<file path="config.mk">
export PLATFORM = sky130hd
export DESIGN_NAME = axi_read_mem_flat
export DESIGN_NICKNAME = d
export VERILOG_FILES = /design/src/rtl/axi_read_mem_if.sv /design/src/rtl/axi_read_mem.sv /design/src/flat_wrapper.sv
export SDC_FILE = /design/constraint.sdc
export NUM_CORES = 2
export LEC_CHECK = 0
export ABC_AREA = 0
export CORE_UTILIZATION = 41
export CTS_BUF_LIST = sky130_fd_sc_hd__clkbuf_4 sky130_fd_sc_hd__clkbuf_8
export DETAILED_ROUTE_END_ITERATION = 8
export HOLD_SLACK_MARGIN = 0.02
export PLACE_DENSITY_LB_ADDON = 0.2
export SLEW_MARGIN = 30
export SYNTH_ARGS = -nofsm -noshare
export SYNTH_HDL_FRONTEND = slang
export SYNTH_SLANG_ARGS = --single-unit
export TNS_END_PERCENT = 50
</file>
<file path="constraint.sdc">
create_clock -name ACLK -period 6.56 [get_ports ACLK]
set_input_delay 1.312 -clock ACLK [delete_from_list [all_inputs] [get_ports ACLK]]
set_output_delay 1.312 -clock ACLK [all_outputs]
set_load 0.05 [all_outputs]
</file>
<file path="src/rtl/axi_read_mem_if.sv">
// AR/R channel bundle for the byte-addressed AXI3 read memory slave.
interface axi_read_mem_if #(
   parameter int DATA_W = 32,
   parameter int ADDR_W = 32,
   parameter int ID_W   = 2
);
   logic [ID_W-1:0]   ARID;
   logic [ADDR_W-1:0] ARADDR;
   logic [3:0]        ARLEN;
   logic [2:0]        ARSIZE;
   logic [1:0]        ARBURST;
   logic              ARVALID;
   logic              ARREADY;
   logic [ID_W-1:0]   RID;
   logic [DATA_W-1:0] RDATA;
   logic [1:0]        RRESP;
   logic              RLAST;
   logic              RVALID;
   logic              RREADY;

   modport slave (
      input  ARID, ARADDR, ARLEN, ARSIZE, ARBURST, ARVALID, RREADY,
      output ARREADY, RID, RDATA, RRESP, RLAST, RVALID
   );

   modport master (
      output ARID, ARADDR, ARLEN, ARSIZE, ARBURST, ARVALID, RREADY,
      input  ARREADY, RID, RDATA, RRESP, RLAST, RVALID
   );
endinterface

</file>
<file path="src/rtl/axi_read_mem.sv">
// Byte-addressed AXI3 read slave: one burst at a time, FIXED/INCR/WRAP,
// narrow/unaligned beats, per-beat SLVERR/DECERR, plus a byte-strobed preload port.
module axi_read_mem #(
   parameter int DATA_W       = 32,
   parameter int ADDR_W       = 32,
   parameter int ID_W         = 2,
   parameter int DEPTH        = 128,
   parameter int INIT_PATTERN = 1
) (
   input  logic                ACLK,
   input  logic                ARESETn,
   axi_read_mem_if.slave       axi,
   input  logic                mem_we,
   input  logic [ADDR_W-1:0]   mem_waddr,
   input  logic [DATA_W-1:0]   mem_wdata,
   input  logic [DATA_W/8-1:0] mem_wstrb
);
   localparam int BYTES  = DATA_W / 8;
   localparam int LANE_W = $clog2(BYTES);
   localparam int WORDS  = DEPTH / BYTES;
   localparam int WIDX_W = $clog2(WORDS);

   typedef enum logic {IDLE, DATA} state_t;

   state_t            state_q, state_d;
   logic [ID_W-1:0]   id_q, id_d;
   logic [ADDR_W-1:0] addr_q, addr_d;
   logic [3:0]        len_q, len_d;
   logic [3:0]        cnt_q, cnt_d;
   logic [2:0]        size_q, size_d;
   logic [1:0]        burst_q, burst_d;
   logic              slverr_q, slverr_d;
   logic              ovf_q, ovf_d;
   logic              rvalid_q, rvalid_d;
   logic              rlast_q, rlast_d;
   logic [DATA_W-1:0] rdata_q, rdata_d;
   logic [1:0]        rresp_q, rresp_d;
   logic [ID_W-1:0]   rid_q, rid_d;

   // Burst-level protocol errors are decided once, at the AR handshake.
   logic [ADDR_W-1:0] ar_nmask;
   logic              ar_slverr;
   assign ar_nmask  = (ADDR_W'(1) << axi.ARSIZE) - ADDR_W'(1);
   assign ar_slverr = (axi.ARSIZE > 3'(LANE_W)) || (axi.ARBURST == 2'b11) ||
                      ((axi.ARBURST == 2'b10) &&
                       (!(axi.ARLEN inside {4'd1, 4'd3, 4'd7, 4'd15}) ||
                        ((axi.ARADDR & ar_nmask) != '0)));

   logic [ADDR_W-1:0] n_bytes, q_aligned, wrap_mask, nxt_addr;
   logic [ADDR_W:0]   incr_sum;
   logic              nxt_ovf;
   assign n_bytes   = ADDR_W'(1) << size_q;
   assign q_aligned = addr_q & ~(n_bytes - ADDR_W'(1));
   assign incr_sum  = {1'b0, q_aligned} + {1'b0, n_bytes};
   assign wrap_mask = (ADDR_W'({1'b0, len_q} + 5'd1) << size_q) - ADDR_W'(1);

   always_comb begin
      nxt_addr = addr_q;
      nxt_ovf  = ovf_q;
      case (burst_q)
         2'b01: begin
            nxt_addr = incr_sum[ADDR_W-1:0];
            // Running off the top of the address space is sticky, never wraps to 0.
            nxt_ovf  = ovf_q || incr_sum[ADDR_W];
         end
         2'b10:   nxt_addr = (addr_q & ~wrap_mask) | ((addr_q + n_bytes) & wrap_mask);
         default: nxt_addr = addr_q;
      endcase
   end

   // One beat datapath, fed by the AR channel in IDLE and by the next address in DATA.
   logic [ADDR_W-1:0] b_addr, b_nmask, b_aligned;
   logic [2:0]        b_size;
   logic              b_slverr, b_ovf, b_decerr;
   logic [LANE_W:0]   b_lo, b_hi;
   logic [WIDX_W-1:0] b_widx;
   logic [DATA_W-1:0] b_data;
   logic [1:0]        b_resp;

   assign b_addr    = (state_q == IDLE) ? axi.ARADDR : nxt_addr;
   assign b_size    = (state_q == IDLE) ? axi.ARSIZE : size_q;
   assign b_slverr  = (state_q == IDLE) ? ar_slverr  : slverr_q;
   assign b_ovf     = (state_q == IDLE) ? 1'b0       : nxt_ovf;
   assign b_nmask   = (ADDR_W'(1) << b_size) - ADDR_W'(1);
   assign b_aligned = b_addr & ~b_nmask;
   assign b_decerr  = b_ovf || (b_aligned >= ADDR_W'(DEPTH));
   assign b_lo      = {1'b0, b_addr[LANE_W-1:0]};
   assign b_hi      = {1'b0, b_aligned[LANE_W-1:0]} + b_nmask[LANE_W:0];
   assign b_widx    = b_addr[LANE_W +: WIDX_W];
   assign b_resp    = b_slverr ? 2'b10 : (b_decerr ? 2'b11 : 2'b00);

   logic              wr_en;
   logic [WIDX_W-1:0] wr_widx;
   assign wr_en   = mem_we && (mem_waddr < ADDR_W'(DEPTH));
   assign wr_widx = mem_waddr[LANE_W +: WIDX_W];

   // Each lane stores data XOR its init byte, so power-up-zero RAM reads back as the pattern.
   for (genvar gi = 0; gi < BYTES; gi++) begin : g_lane
      logic [7:0] lane_mem [WORDS];
      logic [7:0] pat_wr, pat_rd, rd_byte;
      logic       lane_on;

      assign pat_wr  = (INIT_PATTERN != 0) ? 8'({wr_widx, LANE_W'(gi)}) : 8'h00;
      assign pat_rd  = (INIT_PATTERN != 0) ? 8'({b_widx, LANE_W'(gi)}) : 8'h00;
      assign rd_byte = lane_mem[b_widx] ^ pat_rd;
      assign lane_on = ((LANE_W+1)'(gi) >= b_lo) && ((LANE_W+1)'(gi) <= b_hi);
      assign b_data[gi*8 +: 8] = (lane_on && !b_slverr && !b_decerr) ? rd_byte : 8'h00;

      always_ff @(posedge ACLK) begin
         if (wr_en && mem_wstrb[gi]) begin
            lane_mem[wr_widx] <= mem_wdata[gi*8 +: 8] ^ pat_wr;
         end
      end
   end

   always_comb begin
      state_d  = state_q;
      id_d     = id_q;
      addr_d   = addr_q;
      len_d    = len_q;
      cnt_d    = cnt_q;
      size_d   = size_q;
      burst_d  = burst_q;
      slverr_d = slverr_q;
      ovf_d    = ovf_q;
      rvalid_d = rvalid_q;
      rlast_d  = rlast_q;
      rdata_d  = rdata_q;
      rresp_d  = rresp_q;
      rid_d    = rid_q;
      case (state_q)
         IDLE: begin
            if (axi.ARVALID) begin
               state_d  = DATA;
               id_d     = axi.ARID;
               addr_d   = axi.ARADDR;
               len_d    = axi.ARLEN;
               size_d   = axi.ARSIZE;
               burst_d  = axi.ARBURST;
               slverr_d = ar_slverr;
               ovf_d    = 1'b0;
               cnt_d    = 4'd0;
               rvalid_d = 1'b1;
               rlast_d  = (axi.ARLEN == 4'd0);
               rid_d    = axi.ARID;
               rdata_d  = b_data;
               rresp_d  = b_resp;
            end
         end
         DATA: begin
            // RVALID is always high here, so RREADY alone completes the beat.
            if (axi.RREADY) begin
               if (cnt_q == len_q) begin
                  state_d  = IDLE;
                  rvalid_d = 1'b0;
                  rlast_d  = 1'b0;
               end else begin
                  addr_d  = nxt_addr;
                  ovf_d   = nxt_ovf;
                  cnt_d   = cnt_q + 4'd1;
                  rlast_d = ((cnt_q + 4'd1) == len_q);
                  rdata_d = b_data;
                  rresp_d = b_resp;
               end
            end
         end
         default: state_d = IDLE;
      endcase
   end

   always_ff @(posedge ACLK or negedge ARESETn) begin
      if (!ARESETn) begin
         state_q  <= IDLE;
         id_q     <= '0;
         addr_q   <= '0;
         len_q    <= '0;
         cnt_q    <= '0;
         size_q   <= '0;
         burst_q  <= '0;
         slverr_q <= 1'b0;
         ovf_q    <= 1'b0;
         rvalid_q <= 1'b0;
         rlast_q  <= 1'b0;
         rdata_q  <= '0;
         rresp_q  <= '0;
         rid_q    <= '0;
      end else begin
         state_q  <= state_d;
         id_q     <= id_d;
         addr_q   <= addr_d;
         len_q    <= len_d;
         cnt_q    <= cnt_d;
         size_q   <= size_d;
         burst_q  <= burst_d;
         slverr_q <= slverr_d;
         ovf_q    <= ovf_d;
         rvalid_q <= rvalid_d;
         rlast_q  <= rlast_d;
         rdata_q  <= rdata_d;
         rresp_q  <= rresp_d;
         rid_q    <= rid_d;
      end
   end

   assign axi.ARREADY = (state_q == IDLE);
   assign axi.RVALID  = rvalid_q;
   assign axi.RLAST   = rlast_q;
   assign axi.RDATA   = rdata_q;
   assign axi.RRESP   = rresp_q;
   assign axi.RID     = rid_q;
endmodule

</file>
<file path="src/flat_wrapper.sv">
// flat-port wrapper written by rule: the top's interface ports become plain ports
module axi_read_mem_flat 
#(
   parameter int DATA_W       = 32,
   parameter int ADDR_W       = 32,
   parameter int ID_W         = 2,
   parameter int DEPTH        = 128,
   parameter int INIT_PATTERN = 1
)
  (ACLK, ARESETn, mem_we, mem_waddr, mem_wdata, mem_wstrb, axi_ARID, axi_ARADDR, axi_ARLEN, axi_ARSIZE, axi_ARBURST, axi_ARVALID, axi_RREADY, axi_ARREADY, axi_RID, axi_RDATA, axi_RRESP, axi_RLAST, axi_RVALID);
  axi_read_mem_if #(.DATA_W(DATA_W), .ADDR_W(ADDR_W), .ID_W(ID_W)) axi_i ();
  input  logic ACLK;
  input  logic ARESETn;
  input  logic mem_we;
  input  logic [ADDR_W-1:0] mem_waddr;
  input  logic [DATA_W-1:0] mem_wdata;
  input  logic [DATA_W/8-1:0] mem_wstrb;
  input wire logic [$bits(axi_i.ARID)-1:0] axi_ARID;
  input wire logic [$bits(axi_i.ARADDR)-1:0] axi_ARADDR;
  input wire logic [$bits(axi_i.ARLEN)-1:0] axi_ARLEN;
  input wire logic [$bits(axi_i.ARSIZE)-1:0] axi_ARSIZE;
  input wire logic [$bits(axi_i.ARBURST)-1:0] axi_ARBURST;
  input wire logic [$bits(axi_i.ARVALID)-1:0] axi_ARVALID;
  input wire logic [$bits(axi_i.RREADY)-1:0] axi_RREADY;
  output wire logic [$bits(axi_i.ARREADY)-1:0] axi_ARREADY;
  output wire logic [$bits(axi_i.RID)-1:0] axi_RID;
  output wire logic [$bits(axi_i.RDATA)-1:0] axi_RDATA;
  output wire logic [$bits(axi_i.RRESP)-1:0] axi_RRESP;
  output wire logic [$bits(axi_i.RLAST)-1:0] axi_RLAST;
  output wire logic [$bits(axi_i.RVALID)-1:0] axi_RVALID;
  assign axi_i.ARID = axi_ARID;
  assign axi_i.ARADDR = axi_ARADDR;
  assign axi_i.ARLEN = axi_ARLEN;
  assign axi_i.ARSIZE = axi_ARSIZE;
  assign axi_i.ARBURST = axi_ARBURST;
  assign axi_i.ARVALID = axi_ARVALID;
  assign axi_i.RREADY = axi_RREADY;
  assign axi_ARREADY = axi_i.ARREADY;
  assign axi_RID = axi_i.RID;
  assign axi_RDATA = axi_i.RDATA;
  assign axi_RRESP = axi_i.RRESP;
  assign axi_RLAST = axi_i.RLAST;
  assign axi_RVALID = axi_i.RVALID;
  axi_read_mem #(.DATA_W(DATA_W), .ADDR_W(ADDR_W), .ID_W(ID_W), .DEPTH(DEPTH), .INIT_PATTERN(INIT_PATTERN)) u_core (.ACLK(ACLK), .ARESETn(ARESETn), .axi(axi_i), .mem_we(mem_we), .mem_waddr(mem_waddr), .mem_wdata(mem_wdata), .mem_wstrb(mem_wstrb));
endmodule
</file>
# [Yosys cells after proc, flatten, opt, wreduce, memory -nomap -nowiden]
# Memories as Yosys holds them, arrays and structs flattened.
# Index checks and enable logic that the tools add are counted.
[word_totals] ramBits=1024 inputBits=116 wordCells=158 ff_bits=86 mem_count=4
[memory_table] memory="u_core.g_lane[0].lane_mem" depth=32 width=8 read_ports=1 rd_ports_with_merged_regs=0 wr=1 line="axi_read_mem.sv:99" text="logic [7:0] lane_mem [WORDS];"
[memory_table] memory="u_core.g_lane[1].lane_mem" depth=32 width=8 read_ports=1 rd_ports_with_merged_regs=0 wr=1 line="axi_read_mem.sv:99"
[memory_table] memory="u_core.g_lane[2].lane_mem" depth=32 width=8 read_ports=1 rd_ports_with_merged_regs=0 wr=1 line="axi_read_mem.sv:99"
[memory_table] memory="u_core.g_lane[3].lane_mem" depth=32 width=8 read_ports=1 rd_ports_with_merged_regs=0 wr=1 line="axi_read_mem.sv:99"
[op_classes] bitwise_logic=18 n_reduce_logical=33 eq_ne=14 n_lt_le_gt_ge=11 muxes=52 addsub=9 shifts=4
[ops] op="32-bit two-way mux" count=7
[ops] op="32-bit one-hot mux with 2 select lines" count=3
[ops] op="32-bit AND" count=5
[ops] op="32-bit NOT" count=3
[ops] op="1-bit by 3-bit left shift with 32-bit output, first input constant" count=3
[ops] op="32-bit by 1-bit subtractor with 32-bit output, second input constant" count=2
[ops] op="32-bit by 2-bit subtractor with 32-bit output, second input constant" count=2
[ops] op="8-bit by 7-bit XOR with 8-bit output" count=8
[ops] op="32-bit by 32-bit adder with 33-bit output" count=1
[ops] op="32-bit adder" count=1
[ops] op="32-bit by 8-bit >= comparator with 1-bit output, second input constant" count=1
[ops] op="32-bit by 8-bit less-than comparator with 1-bit output, second input constant" count=1
[ops] op="8-bit two-way mux" count=4
[ops] op="32-bit OR" count=1
[ops] op="32-bit nonzero test" count=1
[ops] op="32-bit by 3-bit left shift with 32-bit output" count=1
[ops] op="1-bit two-way mux" count=23
[ops] op="1-bit logical AND" count=18
[ops] op="4-bit two-way mux" count=3
[ops] op="2-bit two-way mux" count=5
[ops] op="4-bit equality test" count=2
[ops] op="2-bit inequality test, second input constant" count=4
[ops] op="1-bit one-hot mux with 2 select lines" count=4
[ops] op="4-bit one-hot mux with 2 select lines" count=1
[ops] op="23 further kinds" count=37

# [Logic depth before layout (Yosys ltp)]
[depth] word_depth=18 ltp_mapped=22 mapped_depth_nobuf=17

# [Least setup slack after synthesis]
# Ideal clock, no wire load.
[synth_timing] path_kind="register to register" start="register u_core.size_q[0]" end="register u_core.rdata_q[26] (netlist: u_core.axi.RDATA[26])" t_arrival_ns=4.371 path_slack_ns=2.120 period_less_slack_ns=4.440 setup_time_ns=0.068 path_stages_with_launch=21 cell_sequence="dfrtp_1 > buf_6 > buf_6 > nor2_1 > nand2_1 > inv_2 > ha_1 > fa_1 > a21oi_1 > o21ai_0 > a21oi_1 > a211o_1 > or3_4 > buf_6 > nor4_1 > mux2i_1 > nand3b_1 > nor4_2 > nand4_4 > nor4_4 > a32o_1"
[synth_via] elab_chain_cells=17 word_cells_on_any_way=38 classes_between="add/sub: 6; order compare: 3; shift: 3; mux: 10; bitwise: 9; reduce/logical: 6; memory: 1"
[synth_rtl] item="start, declared" line="axi_read_mem.sv:30" text="logic [2:0] size_q, size_d;"
[synth_rtl] item="start signal, assigned" line="axi_read_mem.sv:193" text="size_q <= size_d;"
[synth_rtl] item="branches (longest 13 deep; another with 32-bit by 32-bit adder with 33-bit output)"
[synth_rtl] item="8-bit two-way mux (*)" line="axi_read_mem.sv:107" text="assign b_data[gi*8 +: 8] = (lane_on && !b_slverr && !b_decerr) ? rd_byte : 8'h00;"
[synth_rtl] item="32-bit two-way mux" line="axi_read_mem.sv:153" text="if (cnt_q == len_q) begin"
[synth_rtl] item="32-bit two-way mux" line="axi_read_mem.sv:152" text="if (axi.RREADY) begin"
[synth_rtl] item="32-bit one-hot mux with 2 select lines (*)" line="axi_read_mem.sv:131" text="case (state_q)"
[synth_rtl] item="end signal, assigned" line="axi_read_mem.sv:199" text="rdata_q <= rdata_d;"
[synth_rtl] item="end, declared" line="axi_read_mem.sv:36" text="logic [DATA_W-1:0] rdata_q, rdata_d;"
# Mark *: on every way between the ends. The select of a mux whose other input is x is not followed.
# A chain may end at the register's enable or synchronous reset.

# [Worst setup path in the final report]
[layout_timing] start="register u_core.size_q[0]" end="register u_core.rdata_q[20] (netlist: u_core.axi.RDATA[20])"
# The elaborated chain is that of the path after synthesis.

==> metrics.md <==
| Metric | Value |
|---|---|
| Adder-Cell Fraction of Synth Area | 0.00621 |
| CTS tree | yes |
| Post-Place Cells | 5489 |
| Port Buffers | 152 |
| Detailed placer's ending HPWL | 89500 µm |
| Area contributors post-synth | edfxtp_1 62%, nand2_1 5.2%, dfrtp_1 4.3%, a211oi_1 2.6%, mux2i_1 2.4% |
| Routed wl met3 | 10100 µm |
| CTS resizes | 0 |
| FF-to-FF path depth | 15 |
| Leading area contributor after synthesis | edfxtp_1 |
| Post-cts hold buffer count | 0 |
| Worst path bufs/invs | 0 |
| RSZ-0062 raised after global routing | false |
| Cell family with most CP delay | compound AO/OA/AOI/OAI gates |
| Dominant cell by count in the synthesized netlist | edfxtp_1 |
| H-tree lvl count | 4 |
| Met2 routed WL | 65900 µm |
| Kind of critical path | register to register |
| Complex-gate fraction of the synthesized area | 0.123 |
| Post-Synthesis Cells | 3906 |
| Asr flop ratio synth | 0.0775 |
| Drt via density | 5.70 |
| Routed WL | 144000 µm |
| WL/cell | 24.7 µm |
| Drc violations | 0 |
| Top cells by count, synth | 1024 x edfxtp_1, 692 x nand2_1, 210 x nor2_1 |
| Clk root buf | clkbuf_8 |
| Post-synth EDFFs | 1024 |
| Worst path cell trace | nor2_1 > nand2_1 > ha_1 > and4bb_2 > a22oi_1 > a221oi_2 > o21ai_2 > a21oi_2 > and4_1 > nor3_1 > a2111o_1 > a2111oi_4 > nand4_4 > nor4_4 > a32o_1 |
| Top sig layer | met5 |
| CP max stage cell | dfrtp_1 |
| Share of cells above drive strength 1 | 0.133 |
| Mux contribution to synthesized area | 0.0384 |
| CP max stage delay | 0.76 ns |
| Synth cell types | 107 |
| Filler-free cell count of the finished design | 5827 |
| Via count | 33200 |
| CP Data Arrival Time | 6.65 ns |
| Gr ovfl total | 0 |
| Post-DP Area | 53200 µm² |
| Routed Antenna Nets | 0 |
| Area grow syn2layout | 15.0% |
| Inserted Clock Buffers | 185 |
| Synth top area share | 0.621 |
| Max_cap viols | 0 |
| Final setup vio count | 0 |
| Net Count, Synth | 4046 |
| Synth Warn # | 0 |
| Vias in the first global route | 32000 |
| Post-CTS setup buffer count | 0 |
| Core ar. | 120000 µm² |
| Fmax | 0.170 GHz |
| Worst skew pair latency | 0.89 ns |
| Crit end category | register |
| CP Max Fanout | 23 |
| Pin count of the biggest net entering global routing | 95 |
| Final hold violation count | 0 |
| Avg Inst Size Synth | 12.7 µm² |
| Die width | 350 µm |
| Required @ worst endpoint | 7.34 ns |
| Final cycle utilization of the critical path | 0.895 |
| Worst Skew | 0.0536 ns |
| I/O pin total | 155 |
| Final max-slew violation count | 0 |
| Die height | 350 µm |
| Overall routing resource usage | 0.234 |
| Post-synthesis xor/xnor area fraction | 0.0117 |
| Main flop type after synthesis | edfxtp_1 |
| Drt pass-1 iters | 8 |
| Post-route cell area | 57000 µm² |
| Mapped Area | 49500 µm² |
| Initial antenna violation count | 9 |
| Status | completed |
| Clock-pin slew of the registers on the worst-case setup and hold paths | 0.06 ns |
| Min-delay worst type | input port to async pin |
| NumNets Final | 4205 |
| FF+latch count, synth | 1110 |
| M1 wire length | 63900 µm |
| TNS Setup | 0 ns |
| CTS Buffer Depth | 3 |
| Critical Path Stages | 15 |
| First-pass GRT wire length | 211000 µm |
| Main combinational cell family by area after synthesis | simple AND/OR/NAND/NOR gates |
| Crit start category | register |
| Max_slew headroom | 0.324 |
| FILL cells | 10700 |
| Simple logic cell fraction of the synthesized area | 0.128 |
| RD Place Congestion | 0.870 |
| Starting density of the core | 0.414 |
| 1st-iter DRT viols | 3158 |
| Die area | 122000 µm² |
| Tmin final | 5.87 ns |
| Row count | 127 |
| Worst Tran Pin Value | 1.01 ns |
| Clock Sink Count | 1110 |
| Seq/Total Area, Yosys | 0.664 |
==> cell usage in the layout (no fill, tap or decap), types with 19 or more instances in the layout <==
cell type / n
xnor2_1: 32
and2_1: 170
nand2_1: 690
clkbuf_4: 79
a31oi_1: 100
mux2i_1: 119
a22oi_1: 55
nor2_1: 199
xor2_2: 19
clkinv_1: 35
a21oi_1: 142
nand3_1: 85
dfrtp_1: 85
mux4_2: 24
o21ai_0: 80
a32o_1: 19
clkbuf_8: 196
edfxtp_1: 1024
buf_12: 21
buf_4: 98
clkdlybuf4s50_1: 148
a311oi_1: 86
inv_1: 37
o22ai_1: 22
nor4_1: 22
and3_1: 20
nor3_1: 25
o211ai_1: 50
a211oi_1: 171
ha_1: 23
==> path summary, 6_finish.rpt <==
kind | from | endpoint | slack [ns]
worst max register to register | u_core.size_q[0]$_DFFE_PN0P_ | u_core.axi.RDATA[20]$_DFFE_PN0P_ | 0.69
worst max-delay path | u_core.size_q[0]$_DFFE_PN0P_ | u_core.axi.RDATA[20]$_DFFE_PN0P_ | 0.69
min in group ACLK | u_core.axi.RRESP[0]$_DFFE_PN0P_ | u_core.axi.RRESP[0]$_DFFE_PN0P_ | 0.49
max in group asynchronous | ARESETn | u_core.state_q$_DFF_PN0_ | 4.86
worst min-delay path | ARESETn | u_core.axi.RDATA[8]$_DFFE_PN0P_ | 0.48
worst min register to register | u_core.axi.RRESP[0]$_DFFE_PN0P_ | u_core.axi.RRESP[0]$_DFFE_PN0P_ | 0.49
==> worst reg2reg max path, cell delays in order (launching register included) <==
cell,delay (ns)
dfrtp_1,0.76
nor2_1,0.22
nand2_1,0.20
ha_1,0.48
and4bb_2,0.32
a22oi_1,0.12
a221oi_2,0.43
o21ai_2,0.22
a21oi_2,0.65
and4_1,0.31
nor3_1,0.06
a2111o_1,0.45
a2111oi_4,0.31
nand4_4,0.29
nor4_4,0.71
a32o_1,0.27
==> sequential cells by signal (all words and copies together), names as in the netlist <==
signal	flops
u_core.state_q	1
u_core.cnt_q	4
u_core.axi.RVALID	1
u_core.slverr_q	1
u_core.axi.RDATA	32
u_core.len_q	4
u_core.g_lane.lane_mem	1024
u_core.ovf_q	1
u_core.addr_q	32
u_core.axi.RLAST	1
u_core.axi.RRESP	2
u_core.axi.RID	2
u_core.size_q	3
u_core.burst_q	2
==> routing by layer <==
layer / track usage / up-vias
met2: 0.361 / 1322
met3: 0.0466 / 243
li1: - / 15100
met1: 0.327 / 16600
met4: 0.0830 / 10
met5: 0 / -
==> cell families (layout without fill, tap and decap cells) <==
group / count (synthesis) / in the layout
buffers and inverters: 343 / 650
AOI/OAI and AO/OA: 854 / 854
and+or+nand+nor: 1350 / 1350
muxes: 158 / 158
DFF: 1110 / 1110
adders and majority gates: 24 / 24
xor gates and xnor gates: 66 / 66
other: 1 / 3
==> final cells by class <==
cell class	instances	area, µm²	area share
Antenna cell	2	5.00	0.0000878
Clock buffer	275	3290	0.0577
Clock inverter	60	408	0.00716
Inverter	42	158	0.00277
Multi-Input combinational cell	2453	15500	0.272
Sequential cell	1110	32900	0.577
Tap cell	1612	2020	0.0354
Timing Repair Buffer	273	2700	0.0474
==> through the flow <==
step | setup WS (ns) | hold slack [ns] | utilization
final | 0.691 | 0.476 | 0.476
after CTS | 0.749 | 0.412 | 0.475
after global routing | 0.352 | 0.463 | 0.476
after global placement | 0.844 | 0.466 | 0.444
after detailed placement | 0.775 | 0.474 | 0.444
after floorplan | 2.12 | 0.477 | -
Power is left out: the tool's default activity adds up to more than one toggle a clock period on the data nets, which glitch-free logic cannot reach.
